--- config.mk ---
export PLATFORM = sky130hd
export DESIGN_NAME = wb_initiator
export DESIGN_NICKNAME = d
export VERILOG_FILES = /design/src/rtl/wb_itf_pkg.sv /design/src/rtl/wb_initiator.sv
export SDC_FILE = /design/constraint.sdc
export NUM_CORES = 1
export LEC_CHECK = 0
export ABC_AREA = 0
export BUFFER_PORTS_ARGS = -buffer_cell sky130_fd_sc_hd__buf_2
export CORE_ASPECT_RATIO = 1.5
export CORE_MARGIN = 5
export CORE_UTILIZATION = 35
export CTS_CLUSTER_SIZE = 25
export DETAILED_ROUTE_END_ITERATION = 7
export GPL_ROUTABILITY_DRIVEN = 0
export SLEW_MARGIN = 40
export SYNTH_ARGS = -nofsm -noshare
export SYNTH_HDL_FRONTEND = slang
export SYNTH_SLANG_ARGS = --single-unit
--- constraint.sdc ---
create_clock -name wb_clk -period 1.9 [get_ports wb_clk]
set_input_delay 0.285 -clock wb_clk [delete_from_list [all_inputs] [get_ports wb_clk]]
set_output_delay 0.285 -clock wb_clk [all_outputs]
set_load 0.02 [all_outputs]
--- src/rtl/wb_itf_pkg.sv ---
// Shared Wishbone (pipelined) bus types used by initiators and responders.
// Latency: n/a (types and widths only).
// Backpressure: stall in wb_output_t holds a request; ack completes it.
package wb_itf;

  localparam int ADDR_WIDTH = 32;
  localparam int DATA_WIDTH = 32;
  localparam int SEL_WIDTH  = DATA_WIDTH / 8;

  // Initiator -> responder request bundle.
  typedef struct packed {
    logic                  cyc;
    logic                  stb;
    logic                  we;
    logic [ADDR_WIDTH-1:0] addr;
    logic [DATA_WIDTH-1:0] data;
    logic [SEL_WIDTH-1:0]  sel;
  } wb_input_t;

  // Responder -> initiator return bundle.
  typedef struct packed {
    logic                  ack;
    logic                  stall;
    logic [DATA_WIDTH-1:0] data;
  } wb_output_t;

endpackage

--- src/rtl/wb_initiator.sv ---
// Single-outstanding Wishbone pipelined initiator: one command in, one bus cycle out, one response back.
// Latency: accept N -> stb N+1 -> ack N+2 -> rsp_valid N+3 -> next accept N+4 at zero stall.
// Backpressure: cmd_ready only in IDLE; stb held with stable fields while stall; timeout after TIMEOUT_CYCLES.
//
// Ports:
//   wb_clk, wb_reset_n           clock, asynchronous active-low reset
//   cmd_valid/cmd_ready          command handshake; cmd_we/addr/data/sel latched on accept
//   rsp_valid/rsp_data/rsp_err   one-cycle completion pulse; data/err held until next completion
//   m_wb_o / m_wb_i              registered bus request / responder return
module wb_initiator
  import wb_itf::*;
#(
  parameter int TIMEOUT_CYCLES = 16
) (
  input  logic                  wb_clk,
  input  logic                  wb_reset_n,
  input  logic                  cmd_valid,
  output logic                  cmd_ready,
  input  logic                  cmd_we,
  input  logic [ADDR_WIDTH-1:0] cmd_addr,
  input  logic [DATA_WIDTH-1:0] cmd_data,
  input  logic [SEL_WIDTH-1:0]  cmd_sel,
  output logic                  rsp_valid,
  output logic [DATA_WIDTH-1:0] rsp_data,
  output logic                  rsp_err,
  output wb_input_t             m_wb_o,
  input  wb_output_t            m_wb_i
);

  localparam int CNT_W = $clog2(TIMEOUT_CYCLES + 1);
  // Last count value before the timeout edge: the edge that would make the
  // count reach TIMEOUT_CYCLES abandons the transaction instead.
  localparam logic [CNT_W-1:0] CNT_LAST = CNT_W'(TIMEOUT_CYCLES - 1);

  typedef enum logic [1:0] {
    IDLE,
    REQ,
    WAIT_ACK,
    RESP
  } state_e;

  state_e                state_q, state_d;
  wb_input_t             wb_q, wb_d;
  logic [CNT_W-1:0]      cnt_q, cnt_d;
  logic [DATA_WIDTH-1:0] rsp_data_q, rsp_data_d;
  logic                  rsp_err_q, rsp_err_d;
  logic                  cmd_ready_q;
  logic                  rsp_valid_q;

  always_comb begin
    state_d    = state_q;
    wb_d       = wb_q;
    cnt_d      = cnt_q;
    rsp_data_d = rsp_data_q;
    rsp_err_d  = rsp_err_q;

    unique case (state_q)
      IDLE: begin
        cnt_d = '0;
        // Gate on the registered ready so nothing is taken on the first
        // cycle after reset release.
        if (cmd_valid && cmd_ready_q) begin
          wb_d.cyc  = 1'b1;
          wb_d.stb  = 1'b1;
          wb_d.we   = cmd_we;
          wb_d.addr = cmd_addr;
          wb_d.data = cmd_we ? cmd_data : '0;
          wb_d.sel  = cmd_sel;
          state_d   = REQ;
        end
      end

      REQ: begin
        // An ack only belongs to this request once the request has been
        // taken, i.e. on an edge where stall is low.
        if (!m_wb_i.stall && m_wb_i.ack) begin
          wb_d       = '0;
          cnt_d      = '0;
          rsp_data_d = wb_q.we ? '0 : m_wb_i.data;
          rsp_err_d  = 1'b0;
          state_d    = RESP;
        end else if (cnt_q == CNT_LAST) begin
          wb_d       = '0;
          cnt_d      = '0;
          rsp_data_d = '0;
          rsp_err_d  = 1'b1;
          state_d    = RESP;
        end else begin
          cnt_d = cnt_q + CNT_W'(1);
          if (!m_wb_i.stall) begin
            wb_d.stb = 1'b0;
            state_d  = WAIT_ACK;
          end
        end
      end

      WAIT_ACK: begin
        if (m_wb_i.ack) begin
          wb_d       = '0;
          cnt_d      = '0;
          rsp_data_d = wb_q.we ? '0 : m_wb_i.data;
          rsp_err_d  = 1'b0;
          state_d    = RESP;
        end else if (cnt_q == CNT_LAST) begin
          wb_d       = '0;
          cnt_d      = '0;
          rsp_data_d = '0;
          rsp_err_d  = 1'b1;
          state_d    = RESP;
        end else begin
          cnt_d = cnt_q + CNT_W'(1);
        end
      end

      RESP: begin
        state_d = IDLE;
      end

      default: begin
        wb_d    = '0;
        cnt_d   = '0;
        state_d = IDLE;
      end
    endcase
  end

  always_ff @(posedge wb_clk or negedge wb_reset_n) begin
    if (!wb_reset_n) begin
      state_q     <= IDLE;
      wb_q        <= '0;
      cnt_q       <= '0;
      rsp_data_q  <= '0;
      rsp_err_q   <= 1'b0;
      cmd_ready_q <= 1'b0;
      rsp_valid_q <= 1'b0;
    end else begin
      state_q     <= state_d;
      wb_q        <= wb_d;
      cnt_q       <= cnt_d;
      rsp_data_q  <= rsp_data_d;
      rsp_err_q   <= rsp_err_d;
      // Registered handshake flags track the state being entered, which keeps
      // them low throughout reset and aligned with the state afterwards.
      cmd_ready_q <= (state_d == IDLE);
      rsp_valid_q <= (state_d == RESP);
    end
  end

  assign cmd_ready = cmd_ready_q;
  assign rsp_valid = rsp_valid_q;
  assign rsp_data  = rsp_data_q;
  assign rsp_err   = rsp_err_q;
  assign m_wb_o    = wb_q;

endmodule

== Yosys cells after proc, flatten, opt, wreduce, memory -nomap -nowiden ==
Index checks and enable logic that the tools add are counted.
Word-level totals
  logic and storage cells: 61
  output and inout bits: 106
  bits of input ports: 106
  register bits after elaboration: 113
Cells by class
  reductions and logical operators: 9
  add/subtract/negate cells: 1
  equality and inequality tests: 9
  mux-type cells: 30
Operators with widths (count)
  $mux W71: 4
  $pmux W71 S3: 1
  $mux W32: 5
  $mux W69: 1
  $pmux W32 S2: 1
  $mux W5: 3
  $pmux W5 S3: 1
  $mux W2: 6
  $pmux W2 S4: 1
  $reduce_and A4 Y1: 2
  $eq A2 B2 Y1 const B: 3
  $mux W1: 6
  $ne A3 B3 Y1 const B: 2
  $add A5 B1 Y5 const B: 1
  $eq A5 B4 Y1 const B: 1
  $logic_not A2 Y1: 2
  $ne A4 B4 Y1 const B: 1
  $reduce_bool A3 Y1: 1
  $eq A2 B1 Y1 const B: 1
  $logic_and A1 B1 Y1: 2
  $ne A2 B2 Y1 const B: 1
  $pmux W1 S2: 1
  $reduce_bool A2 Y1: 1
  $logic_not A1 Y1: 1

== Longest topological paths before layout ==
Gate-level depths: netlist of the first run.
  depth after elaboration: 5
  gate-level depth with buffers: 9
  mapped depth without buffers: 6

== Least setup slack after synthesis of the first run ==
OpenSTA, ideal clock, no wires.
  path kind: register -> register
  from: register cnt_q[0]
  to: register wb_q, in the netlist m_wb_o[68]
  required time: 1.772 ns
  cell stages (with the launch flop): 8
  library setup time: 0.128 ns
  data arrival time: 1.836 ns
  path buffers: 3
  slack: -0.063 ns
  clock period less this slack: 1.963 ns
  cell sequence: dfrtp_1 ha_1 and4b_1 buf_2 o32ai_4 buf_6 buf_6 mux2_1
Between the ends
  cells in the longest elaborated chain, start to end: 3
  elaborated cells on any way between the ends: 4
  those cells by class: eq/ne: 3; reduce/logical: 1
Ends and longest elaborated chain
  from (decl): line wb_initiator.sv:44  | logic [CNT_W-1:0] cnt_q, cnt_d;
  from (signal assigned): line wb_initiator.sv:139  | cnt_q <= cnt_d;
  $eq A5 B4 Y1 *: line wb_initiator.sv:82, wb_initiator.sv:104
  $ne A3 B3 Y1 (no line)
  $reduce_and A4 Y1 (no line) *
  to (signal assigned): line wb_initiator.sv:138  | wb_q <= wb_d;
  to (decl): line wb_initiator.sv:43  | wb_input_t wb_q, wb_d;
Mark *: on every way between the ends. The rest lies on a longest branch, timed or not.
A chain may end at the register's enable or synchronous reset.

== Final worst setup path of the first run ==
  from: register state_q[1]
  to: register wb_q, in the netlist m_wb_o[68]
Between the ends
  cells in the longest elaborated chain, start to end: 3
  elaborated cells on any way between the ends: 9
  those cells by class: eq/ne: 5; mux: 1; reduce/logical: 3
Ends and longest elaborated chain
  from (decl): line wb_initiator.sv:42  | state_e state_q, state_d;
  from (signal assigned): line wb_initiator.sv:137  | state_q <= state_d;
  $eq A2 B1 Y1, or another cell as far along: line wb_initiator.sv:57  | unique case (state_q)
  $ne A3 B3 Y1 (no line), or another cell as far along
  $reduce_and A4 Y1 (no line)
Several ways; a longest one is shown, not always the timed one.

==> impl_metrics.env, run 1 <==
export IMPL_die_w_um=104
export IMPL_wl_met2_mm=7.20
export IMPL_hold_path_class="in -> reg"
export IMPL_final_net_count=787
export IMPL_design_die_area_um2=15800
export IMPL_wl_met1_mm=5.36
export IMPL_cts_htree_levels=4
export IMPL_synth_largest_area_cell="dfrtp_1"
export IMPL_reg2regPathDepth=7
export IMPL_io_pins=212
export IMPL_yosys_warnings=0
export IMPL_synth_cells=444
export IMPL_insertion_delay_ns=0.40
export IMPL_netlist_cell_type_count=37
export IMPL_slew_viol_final=0
export IMPL_synth_edff_count=0
export IMPL_antenna_left=0
export IMPL_whs_endpoint="rsp_data[20]"
export IMPL_synth_seq_cells=113
export IMPL_cts_made_buffers=17
export IMPL_wl_per_cell_um=16.3
export IMPL_hp_start="m_wb_i[20]"
export IMPL_crit_arrival_ns=2.15
export IMPL_dpl_instance_area_um2=6030
export IMPL_grt_setup_unrepaired="true"
export IMPL_clockBufferDepth=2
export IMPL_area_growth_synth_to_final_pct=48.1
export IMPL_grt_max_degree=51
export IMPL_max_slew_margin_pct=66.1
export IMPL_setup_viol=0
export IMPL_met3_length_um=852
export IMPL_synth_nets=555
export IMPL_rows=51
export IMPL_antenna_found_initial=1
export IMPL_cts_tree="done"
export IMPL_end_kind="flop"
export IMPL_vias=4141
export IMPL_max_slew_worst_pin_slew_ns=0.509
export IMPL_r2r_slack_ns=0.04
export IMPL_drive_above_1_share_pct=42.7
export IMPL_drt_vias_per_instance=4.88
export IMPL_root_buffer="clkbuf_16"
export IMPL_dp_hpwl_mm=9.52
export IMPL_grt_ovfl_total=0
export IMPL_drtIter0Drc=173
export IMPL_dr_pass1_iters=4
export IMPL_highest_layer="met5"
export IMPL_fin_area_um2=6910
export IMPL_fmax_ghz=0.536
export IMPL_synthArstFlopShare_pct=100
export IMPL_start_kind="flop"
export IMPL_cts_sinks=113
export IMPL_seq_area_frac_synth_pct=60.6
export IMPL_grt_use_total_pct=16.6
export IMPL_grt_pass1_vias=4142
export IMPL_ir_drop_mv=0.927
export IMPL_power_leakage_nw=3.61
export IMPL_fin_setup_tns_ns=0
export IMPL_fin_skew_ns=0.00794
export IMPL_status="finished clean"
export IMPL_path_clk_slew_ns=0.06
export IMPL_start_util_pct=35.8
export IMPL_hold_violations=0
export IMPL_critical_path_class="reg -> reg"
export IMPL_required_ns=2.18
export IMPL_die_h_um=151
export IMPL_max_cap_violations=0
export IMPL_avgSynthCellArea_um2=10.5
export IMPL_routed_wl_mm=13.8
export IMPL_netlist_area_leader_share_pct=60.6
export IMPL_io_buffers=211
export IMPL_synthesis_area_um2=4670
export IMPL_synth_main_ff_cell="dfrtp_1"
export IMPL_period_needed_ns=1.86
export IMPL_timing_final_crit_share_pct=98.1
export IMPL_layout_common_cells="buf_2, dfrtp_1, nand2_1, o21ai_0, nand2b_1"
export IMPL_n_antenna_cell=0
export IMPL_whs_path_depth=2
export IMPL_worstReg2RegStart="state_q[1]"
export IMPL_core_area_um2=13000
export IMPL_drc_errors=0
export IMPL_cp_max_fo=6
export IMPL_powerDensity_nw_per_um2=2070
export IMPL_final_common_cell="buf_2"
export IMPL_grt_pass1_wl_mm=20.8
export IMPL_r2r_end="m_wb_o[68]"
export IMPL_synth_area_leaders="dfrtp_1, nand2_1, a22o_1"
logic make-up (layout without fill, tap and decap cells):
| kind of cell | count (synthesis) | in the layout | synth area share (%) |
|---|---|---|---|
| AOI/OAI and AO/OA | 122 | 122 | 17.6 |
| DFF | 113 | 113 | 60.6 |
| muxes | 1 | 1 | 0.241 |
| adders and majority gates | 5 | 5 | 1.34 |
| and+or+nand+nor | 169 | 170 | 16.7 |
| buffers and inverters | 34 | 278 | 3.54 |
sequential cells by signal (all words and copies together), names as in the netlist:
name       count
m_wb_o        71
rsp_data      32
cnt_q          5
state_q        2
cmd_ready      1
rsp_err        1
rsp_valid      1
layer usage:
layer / GRT usage [%] / vias up
li1: - / 1981
met1: 18.3 / 1971
met2: 28.8 / 155
met3: 5.25 / 32
met4: 8.04 / 2
met5: 0 / -
power breakdown:
group          switching, W  total, W  internal, W  leakage [nW]
combinational       0.00407   0.00712      0.00306          1.85
sequential         0.000530   0.00396      0.00343          1.48
clock               0.00113   0.00323      0.00209         0.285
final cells by class:
class,count,area [um^2]
clock buffer,19,443
clock inverter,13,161
fill,1208,6110
inverter,2,7.51
multi-input combinational,298,1730
sequential,113,2830
tap,159,199
timing repair buffer,244,1550
worst max-delay path, stage by stage (launching register included):
cell and delay [ns]:
dfrtp_1 0.39, buf_4 0.14, ha_2 0.17, buf_6 0.13
o21ba_4 0.22, o32ai_4 0.17, buf_12 0.19, mux2_1 0.32
synth_stat cells (2+ instances only):
master      n
clkbuf_2    2
nor2_1      4
dfrtp_1   113
nand3_1     4
o21ai_2     9
o21ai_1     8
a21boi_0    2
nand2_1   107
buf_2       7
nor3_1      4
and2_1      2
nor2b_1     4
clkbuf_1   19
o21ai_0    56
ha_1        5
nand2b_1   39
a22o_1     32
inv_1       2
a21oi_1     5
buf_6       3
how the worst max path moves through the flow:
| stage | from | end | slack (ns) | cells after the start |
|---|---|---|---|---|
| final | state_q[1] | m_wb_o[68] | 0.04 | 7 |
| after global routing | state_q[1] | m_wb_o[70] | -0.07 | 9 |
| after CTS | state_q[1] | m_wb_o[31] | 0.02 | 8 |
| after detailed placement | state_q[1] | m_wb_o[31] | -0.10 | 8 |
| after global placement | state_q[0] | rsp_data[3] | -0.16 | 6 |
| after floorplan | cnt_q[0] | m_wb_o[68] | 0.01 | 7 |
through the flow:
stage	setup WS, ns	power (W)	cells	hold slack [ns]	util, %
2_1_floorplan	0.0107	0.00804	444	-0.0106	-
3_3_place_gp	-0.156	0.0101	800	0.279	46.3
3_5_place_dp	-0.104	0.0103	800	0.292	46.3
4_1_cts	0.0182	0.0136	833	0.0866	51.1
5_1_grt	-0.0672	0.0153	848	0.0935	53.1
6_report	0.0358	0.0143	848	0.102	53.1
what timing repair did:
action / in CTS / in global routing
endpoints found under the hold margin: 34 / 0
resized for setup: 3 / 13
pin swaps: 0 / 1
setup endpoints to repair: 69 / 95
setup buffers: 0 / 6
gates cloned: 0 / 9
hold buffers: 1 / 0
Power figures use the tool's default switching activity.
==> run 2, diff against run 1 <==
--- a/config.mk
+++ b/config.mk
@@ -9,10 +9,13 @@
 export BUFFER_PORTS_ARGS = -buffer_cell sky130_fd_sc_hd__buf_2
 export CORE_ASPECT_RATIO = 1.5
 export CORE_MARGIN = 5
-export CORE_UTILIZATION = 35
+export CORE_UTILIZATION = 42
 export CTS_CLUSTER_SIZE = 25
 export DETAILED_ROUTE_END_ITERATION = 7
 export GPL_ROUTABILITY_DRIVEN = 0
+export MAX_ROUTING_LAYER = met4
+export PLACE_DENSITY = 0.76
+export REMOVE_ABC_BUFFERS = 1
 export SLEW_MARGIN = 40
 export SYNTH_ARGS = -nofsm -noshare
 export SYNTH_HDL_FRONTEND = slang
==> impl_metrics.env, run 2 (synthesized netlist as in run 1, its figures left out) <==
export IMPL_area_growth_synth_to_final_pct=44.6
export IMPL_powerDensity_nw_per_um2=2060
export IMPL_design_die_area_um2=13400
export IMPL_final_net_count=773
export IMPL_cts_htree_levels=4
export IMPL_hold_path_class="in -> reg"
export IMPL_required_ns=2.18
export IMPL_antenna_left=0
export IMPL_insertion_delay_ns=0.40
export IMPL_slew_viol_final=0
export IMPL_final_common_cell="buf_2"
export IMPL_max_cap_violations=0
export IMPL_power_total_w=0.0139
export IMPL_start_util_pct=42.7
export IMPL_status="finished clean"
export IMPL_antenna_found_initial=1
export IMPL_grt_pass1_vias=4078
export IMPL_p_sw_w=0.00560
export IMPL_fmax_ghz=0.530
export IMPL_path_delay_family="flip-flops"
export IMPL_drt_vias_per_instance=5.01
export IMPL_drive_above_1_share_pct=42.4
export IMPL_cts_sinks=113
export IMPL_die_w_um=96.1
export IMPL_timing_final_crit_share_pct=99.4
export IMPL_swShare_pct=40.2
export IMPL_dp_hpwl_mm=9.58
export IMPL_max_slew_margin_pct=73.0
export IMPL_crit_arrival_ns=2.16
export IMPL_path_clk_slew_ns=0.05
export IMPL_grt_use_total_pct=20.8
export IMPL_max_slew_worst_pin_slew_ns=0.403
export IMPL_path_cells="ha_4 -> and4b_2 -> o32ai_4 -> buf_4 -> buf_8 -> mux2_4"
export IMPL_critical_path_class="reg -> reg"
export IMPL_grt_setup_unrepaired="true"
export IMPL_intPower_w=0.00832
export IMPL_wl_per_cell_um=16.5
export IMPL_die_h_um=139
export IMPL_cts_made_buffers=17
export IMPL_pwr_share_comb_pct=47.6
export IMPL_cp_slowest_cell="dfrtp_1"
export IMPL_io_buffers=211
export IMPL_setup_viol=0
export IMPL_root_buffer="clkbuf_16"
export IMPL_fin_skew_ns=0.00954
export IMPL_drtIter0Drc=111
export IMPL_final_util_pct=61.7
export IMPL_grt_max_degree=83
export IMPL_io_pins=212
export IMPL_largest_register_ffs=71
export IMPL_cts_tree="done"
export IMPL_ir_drop_mv=1.01
export IMPL_cp_num_buf_inv=2
export IMPL_clockBufferDepth=2
export IMPL_drc_errors=0
export IMPL_hold_violations=0
export IMPL_whs_path_depth=2
export IMPL_period_needed_ns=1.89
export IMPL_core_area_um2=10900
export IMPL_power_leakage_nw=3.51
export IMPL_grt_pass1_wl_mm=20.8
export IMPL_cp_max_fo=5
export IMPL_worstSetupPathDepth=6
export IMPL_routed_wl_mm=13.6
export IMPL_start_kind="flop"
export IMPL_end_kind="flop"
export IMPL_layout_common_cells="buf_2, dfrtp_1, nand2_1, o21ai_0, nand2b_1"
export IMPL_grt_ovfl_total=0
export IMPL_rows=47
export IMPL_dr_pass1_iters=4
export IMPL_slowest_delay_ns=0.42
export IMPL_reg2regPathDepth=6
export IMPL_clockPowerShare_pct=23.6
export IMPL_vias=4122
export IMPL_power_frac_seq_pct=28.8
-- run 2: cell count changes in the layout (fill, tap and decap cells not counted), moves of 3 or more --
| cell | previous run | this run |
|---|---|---|
| buf_4 | 14 | 8 |
| buf_6 | 4 | 0 |
| clkbuf_16 | 22 | 19 |
| clkbuf_8 | 1 | 5 |
| o21ai_0 | 53 | 47 |
| o21ai_1 | 10 | 16 |
-- run 2: worst register-to-register path, delay by kind of cell (launching register included) --
| kind | cells | cell delay [ns] |
|---|---|---|
| flops | 1 | 0.42 |
| fa+ha+maj | 1 | 0.19 |
| compound gates | 1 | 0.31 |
| simple gates | 1 | 0.26 |
| buf+inv | 2 | 0.29 |
| mux | 1 | 0.29 |
-- run 2: repair_timing --
action                                  CTS  global route
resized for setup                         3            29
gates cloned                              0             2
endpoints found under the hold margin    22             0
hold buffers                              1             0
buffers inserted                          0             4
pin swaps                                 0             2
endpoints found under the setup margin   25            73
-- run 2: final cells by class --
cell class	count	area, um^2
inverters	2	7.51
clock inverters	9	128
well taps	147	184
clock buffers	23	498
fillers	942	4190
flip-flops and latches	113	2830
diodes	1	2.50
repair buffers	231	1360
multi-input cells	297	1740
-- run 2: worst paths after layout --
path / start / end / slack, ns
setup / recovery: cnt_q[1] / m_wb_o[68] / 0.01
hold / removal: m_wb_i[22] / rsp_data[22] / 0.11
setup reg to reg: cnt_q[1] / m_wb_o[68] / 0.01
hold reg to reg: m_wb_o[65] / m_wb_o[65] / 0.47
max in group asynchronous: wb_reset_n / rsp_data[9] / 1.00
min in group asynchronous: wb_reset_n / m_wb_o[1] / 0.34
-- run 2: per-stage QoR --
stage | hold slack [ns] | TNS [ns] | cell area (um^2) | setup slack, ns | instances
5_1_grt | 0.0851 | -1.17 | 6750 | -0.0630 | 823
6_report | 0.107 | 0 | 6750 | 0.0120 | 823
3_5_place_dp | 0.217 | -0.198 | 5960 | -0.0488 | 783
3_3_place_gp | 0.207 | 0 | 5960 | 0.0857 | 783
2_1_floorplan | -0.0106 | -156.15 | 4510 | -1.88 | 412
4_1_cts | 0.0860 | 0 | 6600 | 0.00207 | 816
-- run 2: power by group through the flow --
stage          Combinational, W  Sequential, W  Clock (W)
2_1_floorplan           0.00246        0.00511          0
3_3_place_gp            0.00595        0.00395          0
3_5_place_dp            0.00616        0.00401          0
4_1_cts                 0.00621        0.00399    0.00334
5_1_grt                 0.00722        0.00414    0.00347
6_report                0.00663        0.00401    0.00328
-- run 2: metal layers --
| layer | track usage [%] | vias up | wire (um) |
|---|---|---|---|
| met3 | 4.61 | 34 | 700 |
| li1 | - | 1949 | - |
| met5 | - | - | 0 |
| met2 | 35.2 | 139 | 7450 |
| met4 | 9.75 | 0 | 477 |
| met1 | 22.6 | 2000 | 4980 |
